`src/rtl/arm_code_emitter_if.sv`:
```
// Handshake/bus bundle between the translation state machine, the code
// emitter and the output code RAM. ADDR_W must match the emitter instance.
interface arm_code_emitter_if #(
  parameter int unsigned ADDR_W = 10
);
  // State machine side
  logic              in_valid;
  logic [31:0]       in_word;
  logic              in_patch;
  logic              param_valid;
  logic [7:0]        param_byte;
  logic              param_clear;
  logic              flush;
  logic              waiting;
  // Code RAM side
  logic              mem_ready;
  logic              mem_we;
  logic [ADDR_W-1:0] mem_addr;
  logic [31:0]       mem_wdata;
  // Status
  logic [ADDR_W:0]   code_len;
  logic              done;
  logic              overflow;
  logic              imm_err;

  modport master (
    output in_valid, in_word, in_patch, param_valid, param_byte, param_clear, flush,
    output mem_ready,
    input  waiting, mem_we, mem_addr, mem_wdata, code_len, done, overflow, imm_err
  );

  modport slave (
    input  in_valid, in_word, in_patch, param_valid, param_byte, param_clear, flush,
    input  mem_ready,
    output waiting, mem_we, mem_addr, mem_wdata, code_len, done, overflow, imm_err
  );
endinterface

```
`src/rtl/arm_code_emitter.sv`:
```
// ARM code emitter: patches JVM operand immediates into ARM instruction
// templates, buffers them in a small FIFO and streams them into the code RAM.
// Optional feature: define ARM_EMIT_TERMINATOR_EN to append BX LR after flush.
module arm_code_emitter #(
  parameter int unsigned FIFO_DEPTH = 8,   // power of two, >= 2
  parameter int unsigned ADDR_W     = 10,
  parameter int unsigned BASE_ADDR  = 0
) (
  input logic               clk,
  input logic               reset,         // asynchronous, active-low
  arm_code_emitter_if.slave bus
);

  localparam int unsigned       PtrW     = $clog2(FIFO_DEPTH);
  localparam int unsigned       CntW     = PtrW + 1;
  localparam logic [CntW-1:0]   CntFull  = CntW'(FIFO_DEPTH);
  localparam logic [ADDR_W-1:0] AddrMax  = {ADDR_W{1'b1}};
  localparam logic [ADDR_W-1:0] AddrBase = ADDR_W'(BASE_ADDR);
`ifdef ARM_EMIT_TERMINATOR_EN
  localparam logic [31:0]       BxLr     = 32'hE12FFF1E;
`endif

`ifdef ARM_EMIT_TERMINATOR_EN
  typedef enum logic [2:0] {StIdle, StWrite, StDrainEnd, StTerm, StDone} state_e;
`else
  typedef enum logic [2:0] {StIdle, StWrite, StDrainEnd, StDone} state_e;
`endif

  state_e            state_q, state_d;
  logic [15:0]       imm_q, imm_d;
  logic [PtrW-1:0]   head_q, head_d, tail_q, tail_d;
  logic [CntW-1:0]   count_q, count_d;
  logic [31:0]       fifo_q [FIFO_DEPTH];
  logic [31:0]       fifo_d [FIFO_DEPTH];
  logic [ADDR_W-1:0] waddr_q, waddr_d;
  logic [ADDR_W-1:0] mem_addr_q, mem_addr_d;
  logic [31:0]       mem_wdata_q, mem_wdata_d;
  logic              mem_we_q, mem_we_d;
  logic [ADDR_W:0]   code_len_q, code_len_d;
  logic              overflow_q, overflow_d;
  logic              imm_err_q, imm_err_d;
  logic              flush_pend_q, flush_pend_d;
`ifdef ARM_EMIT_TERMINATOR_EN
  logic              wrap_q, wrap_d;
`endif

  logic        waiting;
  logic        push, pop;
  logic        active;
  logic [31:0] push_word;

  // Stall request: FIFO full, writer busy with end-of-stream, or flush seen.
  always_comb begin
    waiting = (count_q == CntFull) | (state_q != StIdle && state_q != StWrite) | flush_pend_q;
  end

  // Datapath next-state: immediate accumulator, FIFO, sticky error flags.
  always_comb begin
    active       = (state_q != StDone);
    push         = bus.in_valid & ~waiting;
    push_word    = bus.in_patch ? {bus.in_word[31:12], imm_q[11:0]} : bus.in_word;
    imm_d        = imm_q;
    fifo_d       = fifo_q;
    tail_d       = tail_q;
    imm_err_d    = imm_err_q;
    flush_pend_d = flush_pend_q;
    if (active) begin
      if (bus.param_valid && bus.param_clear) begin
        imm_d = {8'h00, bus.param_byte};
      end else if (bus.param_clear) begin
        imm_d = 16'h0000;
      end else if (bus.param_valid) begin
        imm_d = {imm_q[7:0], bus.param_byte};
      end
      if (bus.flush) flush_pend_d = 1'b1;
    end
    if (push) begin
      fifo_d[tail_q] = push_word;
      tail_d         = tail_q + 1'b1;
      // Immediate wider than 12 bits is truncated but flagged.
      if (bus.in_patch && (|imm_q[15:12])) imm_err_d = 1'b1;
    end
  end

  // Writer FSM next-state and RAM write port.
  always_comb begin
    state_d     = state_q;
    mem_we_d    = mem_we_q;
    mem_addr_d  = mem_addr_q;
    mem_wdata_d = mem_wdata_q;
    waddr_d     = waddr_q;
    code_len_d  = code_len_q;
    overflow_d  = overflow_q;
    pop         = 1'b0;
`ifdef ARM_EMIT_TERMINATOR_EN
    wrap_d      = wrap_q;
`endif
    // A word offered while stalled is lost.
    if (bus.in_valid && waiting && active) overflow_d = 1'b1;
    unique case (state_q)
      StIdle: begin
        if (count_q != '0) begin
          mem_we_d    = 1'b1;
          mem_addr_d  = waddr_q;
          mem_wdata_d = fifo_q[head_q];
          state_d     = StWrite;
        end else if (flush_pend_q) begin
          state_d = StDrainEnd;
        end
      end
      StWrite: begin
        if (bus.mem_ready) begin
          mem_we_d   = 1'b0;
          pop        = 1'b1;
          waddr_d    = waddr_q + 1'b1;
          code_len_d = code_len_q + 1'b1;
          if (mem_addr_q == AddrMax) begin
            // Code RAM exhausted: stop, leftover FIFO words are abandoned.
            overflow_d = 1'b1;
            state_d    = StDone;
`ifdef ARM_EMIT_TERMINATOR_EN
            wrap_d     = 1'b1;
`endif
          end else begin
            state_d = StIdle;
          end
        end
      end
      StDrainEnd: begin
`ifdef ARM_EMIT_TERMINATOR_EN
        if (wrap_q) begin
          overflow_d = 1'b1;
          state_d    = StDone;
        end else begin
          mem_we_d    = 1'b1;
          mem_addr_d  = waddr_q;
          mem_wdata_d = BxLr;
          state_d     = StTerm;
        end
`else
        state_d = StDone;
`endif
      end
`ifdef ARM_EMIT_TERMINATOR_EN
      StTerm: begin
        if (bus.mem_ready) begin
          mem_we_d   = 1'b0;
          waddr_d    = waddr_q + 1'b1;
          code_len_d = code_len_q + 1'b1;
          state_d    = StDone;
        end
      end
`endif
      StDone: ;
      default: state_d = StIdle;
    endcase
    head_d  = pop ? head_q + 1'b1 : head_q;
    count_d = count_q + CntW'(push) - CntW'(pop);
  end

  // Control and status registers.
  always_ff @(posedge clk or negedge reset) begin
    if (!reset) begin
      state_q      <= StIdle;
      imm_q        <= '0;
      head_q       <= '0;
      tail_q       <= '0;
      count_q      <= '0;
      waddr_q      <= AddrBase;
      mem_addr_q   <= '0;
      mem_wdata_q  <= '0;
      mem_we_q     <= 1'b0;
      code_len_q   <= '0;
      overflow_q   <= 1'b0;
      imm_err_q    <= 1'b0;
      flush_pend_q <= 1'b0;
`ifdef ARM_EMIT_TERMINATOR_EN
      wrap_q       <= 1'b0;
`endif
    end else begin
      state_q      <= state_d;
      imm_q        <= imm_d;
      head_q       <= head_d;
      tail_q       <= tail_d;
      count_q      <= count_d;
      waddr_q      <= waddr_d;
      mem_addr_q   <= mem_addr_d;
      mem_wdata_q  <= mem_wdata_d;
      mem_we_q     <= mem_we_d;
      code_len_q   <= code_len_d;
      overflow_q   <= overflow_d;
      imm_err_q    <= imm_err_d;
      flush_pend_q <= flush_pend_d;
`ifdef ARM_EMIT_TERMINATOR_EN
      wrap_q       <= wrap_d;
`endif
    end
  end

  // FIFO storage: data only, validity is tracked by count_q.
  always_ff @(posedge clk) begin
    fifo_q <= fifo_d;
  end

  assign bus.waiting   = waiting;
  assign bus.mem_we    = mem_we_q;
  assign bus.mem_addr  = mem_addr_q;
  assign bus.mem_wdata = mem_wdata_q;
  assign bus.code_len  = code_len_q;
  assign bus.done      = (state_q == StDone);
  assign bus.overflow  = overflow_q;
  assign bus.imm_err   = imm_err_q;

endmodule

```
`src/flat_wrapper.sv`:
```
// flat-port wrapper written by rule: the top's interface ports become plain ports
module arm_code_emitter_flat 
#(
  parameter int unsigned FIFO_DEPTH = 8,                        
  parameter int unsigned ADDR_W     = 10,
  parameter int unsigned BASE_ADDR  = 0
)
  (clk, reset, bus_in_valid, bus_in_word, bus_in_patch, bus_param_valid, bus_param_byte, bus_param_clear, bus_flush, bus_mem_ready, bus_waiting, bus_mem_we, bus_mem_addr, bus_mem_wdata, bus_code_len, bus_done, bus_overflow, bus_imm_err);
  arm_code_emitter_if #(.ADDR_W(ADDR_W)) bus_i ();
  input logic clk;
  input logic reset;
  input wire logic [$bits(bus_i.in_valid)-1:0] bus_in_valid;
  input wire logic [$bits(bus_i.in_word)-1:0] bus_in_word;
  input wire logic [$bits(bus_i.in_patch)-1:0] bus_in_patch;
  input wire logic [$bits(bus_i.param_valid)-1:0] bus_param_valid;
  input wire logic [$bits(bus_i.param_byte)-1:0] bus_param_byte;
  input wire logic [$bits(bus_i.param_clear)-1:0] bus_param_clear;
  input wire logic [$bits(bus_i.flush)-1:0] bus_flush;
  input wire logic [$bits(bus_i.mem_ready)-1:0] bus_mem_ready;
  output wire logic [$bits(bus_i.waiting)-1:0] bus_waiting;
  output wire logic [$bits(bus_i.mem_we)-1:0] bus_mem_we;
  output wire logic [$bits(bus_i.mem_addr)-1:0] bus_mem_addr;
  output wire logic [$bits(bus_i.mem_wdata)-1:0] bus_mem_wdata;
  output wire logic [$bits(bus_i.code_len)-1:0] bus_code_len;
  output wire logic [$bits(bus_i.done)-1:0] bus_done;
  output wire logic [$bits(bus_i.overflow)-1:0] bus_overflow;
  output wire logic [$bits(bus_i.imm_err)-1:0] bus_imm_err;
  assign bus_i.in_valid = bus_in_valid;
  assign bus_i.in_word = bus_in_word;
  assign bus_i.in_patch = bus_in_patch;
  assign bus_i.param_valid = bus_param_valid;
  assign bus_i.param_byte = bus_param_byte;
  assign bus_i.param_clear = bus_param_clear;
  assign bus_i.flush = bus_flush;
  assign bus_i.mem_ready = bus_mem_ready;
  assign bus_waiting = bus_i.waiting;
  assign bus_mem_we = bus_i.mem_we;
  assign bus_mem_addr = bus_i.mem_addr;
  assign bus_mem_wdata = bus_i.mem_wdata;
  assign bus_code_len = bus_i.code_len;
  assign bus_done = bus_i.done;
  assign bus_overflow = bus_i.overflow;
  assign bus_imm_err = bus_i.imm_err;
  arm_code_emitter #(.FIFO_DEPTH(FIFO_DEPTH), .ADDR_W(ADDR_W), .BASE_ADDR(BASE_ADDR)) u_core (.clk(clk), .reset(reset), .bus(bus_i));
endmodule
```
`config.mk`:
```
export PLATFORM = sky130hd
export DESIGN_NAME = arm_code_emitter_flat
export DESIGN_NICKNAME = d
export VERILOG_FILES = /design/src/rtl/arm_code_emitter_if.sv /design/src/rtl/arm_code_emitter.sv /design/src/flat_wrapper.sv
export SDC_FILE = /design/constraint.sdc
export NUM_CORES = 1
export LEC_CHECK = 0
export ABC_AREA = 1
export CORE_UTILIZATION = 31
export DETAILED_ROUTE_END_ITERATION = 16
export PLACE_DENSITY_LB_ADDON = 0.12
export SETUP_SLACK_MARGIN = 0.02
export SLEW_MARGIN = 20
export SYNTH_ARGS = -nofsm -noshare
export SYNTH_HDL_FRONTEND = slang
export SYNTH_SLANG_ARGS = --single-unit
```
`constraint.sdc`:
```
create_clock -name clk -period 8.13 [get_ports clk]
set_input_delay 0.813 -clock clk [delete_from_list [all_inputs] [get_ports clk]]
set_output_delay 0.813 -clock clk [all_outputs]
set_load 0.1 [all_outputs]
```
==> results of run 1 <==
==> logic make-up (layout without fill, tap and decap cells) <==
logic type	after synthesis	in the layout
flops	351	351
simple gates	815	815
compound gates	49	49
fa+ha+maj	11	11
xor+xnor	16	16
buf+inv	184	312
==> through the flow <==
stage | hold WS [ps] | total power, mW | instance area (µm²) | cells
6_report | 390 | 3.76 | 17600 | 2161
3_5_place_dp | 465 | 2.04 | 16400 | 2089
2_1_floorplan | 460 | 1.99 | 14700 | 1426
3_3_place_gp | 465 | 2.04 | 16400 | 2089
5_1_grt | 442 | 3.90 | 17600 | 2161
4_1_cts | 398 | 3.82 | 17600 | 2161
==> flip-flops by register name, indices dropped and copies added (netlist names) <==
signal,flops
u_core.bus.code_len,11
u_core.bus.imm_err,1
u_core.bus.mem_addr,10
u_core.bus.mem_wdata,32
u_core.bus.mem_we,1
u_core.bus.overflow,1
u_core.count_q,4
u_core.fifo_q,256
u_core.flush_pend_q,1
u_core.head_q,3
u_core.imm_q,16
u_core.state_q,2
u_core.tail_q,3
u_core.waddr_q,10
==> metal layers <==
metal | global-route usage | vias to the layer above | part of all wire
li1 | - | 4844 | -
met1 | 0.211 | 4596 | 0.47
met2 | 0.258 | 149 | 0.47
met3 | 0.0228 | 53 | 0.035
met4 | 0.0505 | 0 | 0.023
met5 | 0 | - | 0
==> how the worst max path moves through the flow <==
stage                                  from                  to  slack [ps]  cells past startpoint
final                     u_core.state_q[0]            bus_done        4590                      3
after global routing      u_core.state_q[0]            bus_done        4430                      3
after CTS                 u_core.state_q[0]            bus_done        4520                      3
after detailed placement       bus_in_valid   u_core.fifo_q[81]        4840                      6
after global placement         bus_in_valid   u_core.fifo_q[81]        4860                      6
after floorplan                bus_in_valid  u_core.fifo_q[100]        5060                      3
==> final cells by class <==
class / instances / area [µm²] / area share
tap: 607 / 759 / 0.0430
timing repair buffer: 122 / 1180 / 0.0666
sequential: 351 / 10100 / 0.571
multi-input combinational: 891 / 3930 / 0.223
clock inverter: 15 / 144 / 0.00815
clock buffer: 57 / 1130 / 0.0638
inverter: 118 / 444 / 0.0252
==> worst max-delay path: stages (launching register included) <==
cell,delay (ps)
dfrtp_1,510
nand2_1,330
inv_2,190
clkdlybuf4s50_1,1150
==> cells in the final DEF (no fill, tap or decap), drive strengths merged <==
master and count:
a21oi 14, buf 18, bufinv 3, clkbuf 57, clkdlybuf4s50 104, clkinv 13, dfrtp 95, edfxtp 256
fa 1, ha 10, inv 117, nand2 603, nand3 159, nand3b 1, nand4 6, nor2 41
nor3 4, o21ai 33, o21bai 1, o31ai 1, or2 1, xnor2 5, xor2 11
==> power by group through the flow <==
stage / Clock (mW) / Sequential [mW] / Combinational, mW
2_1_floorplan: 0 / 1.97 / 0.0153
3_3_place_gp: 0 / 1.97 / 0.0725
3_5_place_dp: 0 / 1.97 / 0.0731
4_1_cts: 1.81 / 1.94 / 0.0732
5_1_grt: 1.88 / 1.93 / 0.0786
6_report: 1.75 / 1.94 / 0.0701
==> flow_summary_export.csv, run 1 <==
group,metric,value,unit
clocking,clkLatencyLatePin,540,ps
sta,setup_viol,0,
power_and_ir_drop,leakage,7.34,nW
hold_path,min-delay-path-class,"in -> async",
power_and_ir_drop,pwr-share-seq,0.515,
drt,first_pass_iters,10,
sta,worst_slew_pin_slew,1010,ps
power_and_ir_drop,clkPwrFrac,0.466,
worst_setup_path,arrival,2730,ps
die,pin_count,106,
drt,via_per_inst,4.46,
clocking,cts_resized,0,
global_routing,grt.total_usage,0.156,
sta,finalWorstSetupSlack,4590,ps
yosys,synth_compound_area_frac,0.0171,
yosys,yosys-mux-area-fraction,0,
drt,wire_per_inst,16.7,µm
yosys,synth_most_common_cell,"nand2_1",
yosys,async_flop_share,0.271,
power_and_ir_drop,powerDensity,213,nW/µm²
sta,fin_worst_skew,13.7,ps
clocking,cts.path.max_buffers,3,
drt,routed_wirelength,36.2,mm
yosys,synth_top_family_by_area,"simple AND/OR/NAND/NOR gates",
final_layout,fill_cells,4613,
global_routing,grt_max_degree,68,
power_and_ir_drop,p_int,3.01,mW
global_routing,antenna_found_initial,0,
worst_setup_path,worstSetupPathType,"reg -> out",
clocking,clk_pin_slew_worst_paths,60,ps
yosys,ys_top_cells_by_count,"nand2_1, edfxtp_1, nand3_1, inv_1, dfrtp_1",
yosys,synth_flop_cell,"edfxtp_1",
clocking,clockRootBuffer,"clkbuf_16",
yosys,synth-simple-area-share,0.226,
sta,slew_viol_final,0,
die,rows,79,
worst_setup_path,ff2ff_setup_slack,4970,ps
die,core_area,46700,µm²
final_layout,area_growth,20.3,%
worst_setup_path,worstPathRequired,7320,ps
drt,drt_iter0_drc,527,
die,dieHeight,220,µm
yosys,avgSynthCellArea,10.3,µm²
placed_design,dp_slack,4840,ps
yosys,synth_edf_count,256,
run_status,run_status,"finished with violations",
sta,relSlewSlack,0.328,
power_and_ir_drop,ir_drop,0.117,mV
clocking,post_cts_buffers,0,
drt,vias,9642,
global_routing,grt_pass1_vias,9572,
yosys,ys_seq_elements,351,
sta,fmax,282,MHz
clocking,cts_sinks,351,
global_routing,overflow,0,
die,die_x,220,µm
global_routing,grt_first_pass_wirelength,56.7,mm
yosys,synth_area_leaders,"edfxtp_1, dfrtp_1, nand2_1",
die,initial_utilization,0.314,
power_and_ir_drop,comb_power_share,0.019,
yosys,synthCells,1426,
placed_design,gp_congestion,0.727,
sta,fin_crit_sh,0.436,
flow_run,maxCapViolations,0,
final_layout,drive_gt1_frac,0.0618,
final_layout,nets,1583,
die,fp.dieArea,48200,µm²
worst_setup_path,reg2reg_from,"u_core.head_q[0]",
yosys,synth_warnings,0,
placed_design,port_buffers,105,
placed_design,hpwlAfterDp,19.3,mm
clocking,cts_made_buffers,40,
power_and_ir_drop,switching_share,0.198,
yosys,synth_adder_area_share,0.00990,
run_status,failed_checks,"design-rule violations",
final_layout,utilization,0.378,
sta,hold_viol_final,0,
yosys,syn_area,14700,µm²
sta,layout_min_cycle_time,3540,ps
worst_setup_path,regToRegEndpoint,"u_core.bus.mem_wdata[4]",
worst_setup_path,rr_worst_depth,8,
worst_setup_path,cp_max_fo,12,
power_and_ir_drop,power_switching,0.745,mW
yosys,yosysSeqAreaShare,0.686,
sta,rsz0062_at_grt,"no",
yosys,synth_fp_nets,1485,
yosys,yosysTopAreaCellShare,0.524,
clocking,ctsHoldBuffers,0,
drt,antenna_left,0,
sta,final.setup.tns,0,ps
clocking,tritoncts,"yes",
worst_setup_path,critPathLaunchType,"flip-flop",
worst_setup_path,cp-end-kind,"primary output",
drt,drcViolationCount,9,
clocking,cts.htree.levels,2,
yosys,synth-xor-area-share,0.00956,
yosys,yosys.area.top_type,"edfxtp_1",
final_layout,diodes,0,
yosys,yosysUniqueCellTypes,28,
No activity file was read; power rests on OpenSTA's default activity.
==> run 2: changes to the inputs <==
==> constraint.sdc (replaced) <==
create_clock -name clk -period 2.91 [get_ports clk]
set_input_delay 0.291 -clock clk [delete_from_list [all_inputs] [get_ports clk]]
set_output_delay 0.291 -clock clk [all_outputs]
set_load 0.1 [all_outputs]
==> run 2 against run 1 <==
  * The run still ends with design-rule violations left
  * Combinational power increased to 3.0 times the previous value
  * Global-route usage decreased by 0.51 points
  * Non-clock buffer count increased by 18
  * Register-to-register slack got worse by 4200 ps
  * Sequential share of layout area decreased by 0.31 points
  * Total power increased to 2.7 times the previous value
  * Core utilization increased by 0.21 points
  * Critical path depth unchanged
  * Setup slack got worse by 3900 ps
  * Largest cell class unchanged
==> flow_summary_export.csv, run 2 (synthesis results as in run 1) <==
group,metric,value,unit
run_status,run_status,"finished with violations",
run_status,failed_checks,"design-rule violations",
placed_design,hpwlAfterDp,20.6,mm
sta,hold-worst-slack,292,ps
final_layout,drive_gt1_frac,0.111,
worst_setup_path,regToRegEndpoint,"u_core.fifo_q[117]",
drt,drcViolationCount,8,
worst_setup_path,ff2ff_setup_slack,750,ps
sta,finalWorstSetupSlack,709,ps
power_and_ir_drop,total_power,10.3,mW
worst_setup_path,cp_max_fo,12,
die,pin_count,106,
die,core_area,46700,µm²
final_layout,top_register,"u_core.fifo_q",
drt,antenna_left,0,
global_routing,antenna_found_initial,0,
drt,via_per_inst,4.49,
drt,drt_iter0_drc,539,
die,initial_utilization,0.314,
drt,wire_per_inst,16.2,µm
sta,layout_min_cycle_time,2200,ps
clocking,cts.path.max_buffers,3,
power_and_ir_drop,powerDensity,581,nW/µm²
global_routing,grt_first_pass_wirelength,55.3,mm
worst_setup_path,crit_chain,"nand2_1 > inv_2 > buf_4",
clocking,cts.htree.levels,2,
sta,fin_worst_skew,10.7,ps
sta,relSlewSlack,0.481,
drt,routed_wirelength,35.3,mm
worst_setup_path,critPathLaunchType,"flip-flop",
sta,rsz0062_at_grt,"no",
final_layout,largest_reg_flops,256,
global_routing,grt_pass1_vias,9614,
drt,first_pass_iters,10,
sta,hold_viol_final,0,
global_routing,grt.total_usage,0.151,
clocking,clkLatencyLatePin,540,ps
worst_setup_path,cp-end-kind,"primary output",
global_routing,grt_max_degree,130,
power_and_ir_drop,leakage,7.57,nW
final_layout,seq_area,10100,µm²
die,rows,79,
sta,fin_crit_sh,0.756,
drt,vias,9774,
global_routing,overflow,0,
final_layout,diodes,0,
clocking,cts_sinks,351,
sta,fmax,454,MHz
worst_setup_path,rr_worst_depth,6,
worst_setup_path,reg2reg_from,"u_core.count_q[1]",
final_layout,area_growth,21.0,%
final_layout,final_cell_mix,"nand2_1, edfxtp_1, nand3_1",
final_layout,nets,1601,
final_layout,fill_cells,4621,
worst_setup_path,crit_path_top_delay_cell,"dfrtp_1",
clocking,clk_pin_slew_worst_paths,60,ps
placed_design,gp_congestion,0.742,
final_layout,multi_input_area,3930,µm²
sta,worst_slew_pin_slew,775,ps
worst_setup_path,worstSetupPathType,"reg -> out",
clocking,cts_resized,0,
final_layout,layout_commonest_cell,"nand2_1",
sta,setup_viol,0,
sta,final.setup.tns,0,ps
die,dieHeight,220,µm
placed_design,dp_slack,596,ps
die,die_x,220,µm
hold_path,min-delay-path-class,"in -> async",
clocking,cts_made_buffers,40,
die,fp.dieArea,48200,µm²
sta,slew_viol_final,0,
clocking,clockRootBuffer,"clkbuf_16",
final_layout,utilization,0.380,
worst_setup_path,arrival,1910,ps
power_and_ir_drop,ir_drop,0.284,mV
clocking,tritoncts,"yes",
placed_design,port_buffers,105,
worst_setup_path,crit_path_max_incr_delay,500,ps
worst_setup_path,worstPathRequired,2620,ps
flow_run,maxCapViolations,0,
-- run 2: cell types whose count changed in the layout (fill, tap and decap cells not counted), moves of 2 or more --
cell,previous run,this run
buf_12,0,13
buf_4,18,80
bufinv_16,3,0
clkbuf_1,12,9
clkbuf_8,4,6
clkdlybuf4s50_1,104,46
clkinv_1,5,2
clkinv_2,8,12
-- run 2: area by class of cell --
cell class              count  share of cell area
well taps                 607              0.0428
clock inverters            14             0.00395
multi-input cells         891               0.221
flip-flops and latches    351               0.567
clock buffers              56              0.0644
repair buffers            140              0.0750
inverters                 118              0.0250
-- run 2: through the flow --
| stage | instance area [µm²] | cells |
|---|---|---|
| 3_5_place_dp | 16500 | 2106 |
| 2_1_floorplan | 14700 | 1426 |
| 6_report | 17700 | 2177 |
| 3_3_place_gp | 16500 | 2106 |
| 5_1_grt | 17700 | 2177 |
| 4_1_cts | 17700 | 2177 |
-- run 2: routing by layer --
layer | routed length (µm) | up-vias | GRT usage | part of all wire
met4 | 793 | 0 | 0.0498 | 0.022
met2 | 16900 | 115 | 0.251 | 0.48
li1 | - | 4879 | - | -
met3 | 1010 | 53 | 0.0226 | 0.029
met1 | 16600 | 4727 | 0.201 | 0.47
met5 | 0 | - | 0 | 0
-- run 2: worst max path at each step --
stage               cells after the start               from  slack [ps]                 end
floorplan                               6  u_core.count_q[2]          30  u_core.fifo_q[100]
global placement                        5       bus_in_valid         600  u_core.fifo_q[115]
detailed placement                      5       bus_in_valid         600  u_core.fifo_q[115]
CTS                                     3  u_core.state_q[0]         670            bus_done
global route                            3  u_core.state_q[0]         560            bus_done
finish                                  3  u_core.state_q[0]         710            bus_done
-- run 2: critical path: cells and delay by family (launching register included) --
kind | cells | cell delay [ps]
buffers and inverters | 2 | 520
DFF | 1 | 500
and+or+nand+nor | 1 | 330
-- run 2: report_power, final --
part	leakage [nW]	switching, mW	internal [mW]
registers	3.53	0.00550	5.40
logic	3.44	0.133	0.0791
clock network	0.605	1.96	2.73
-- run 2: what timing repair did --
item / in CTS / in global routing
hold buffers: 1 / 0
hold endpoints to repair: 37 / 0
setup buffers: 0 / 0
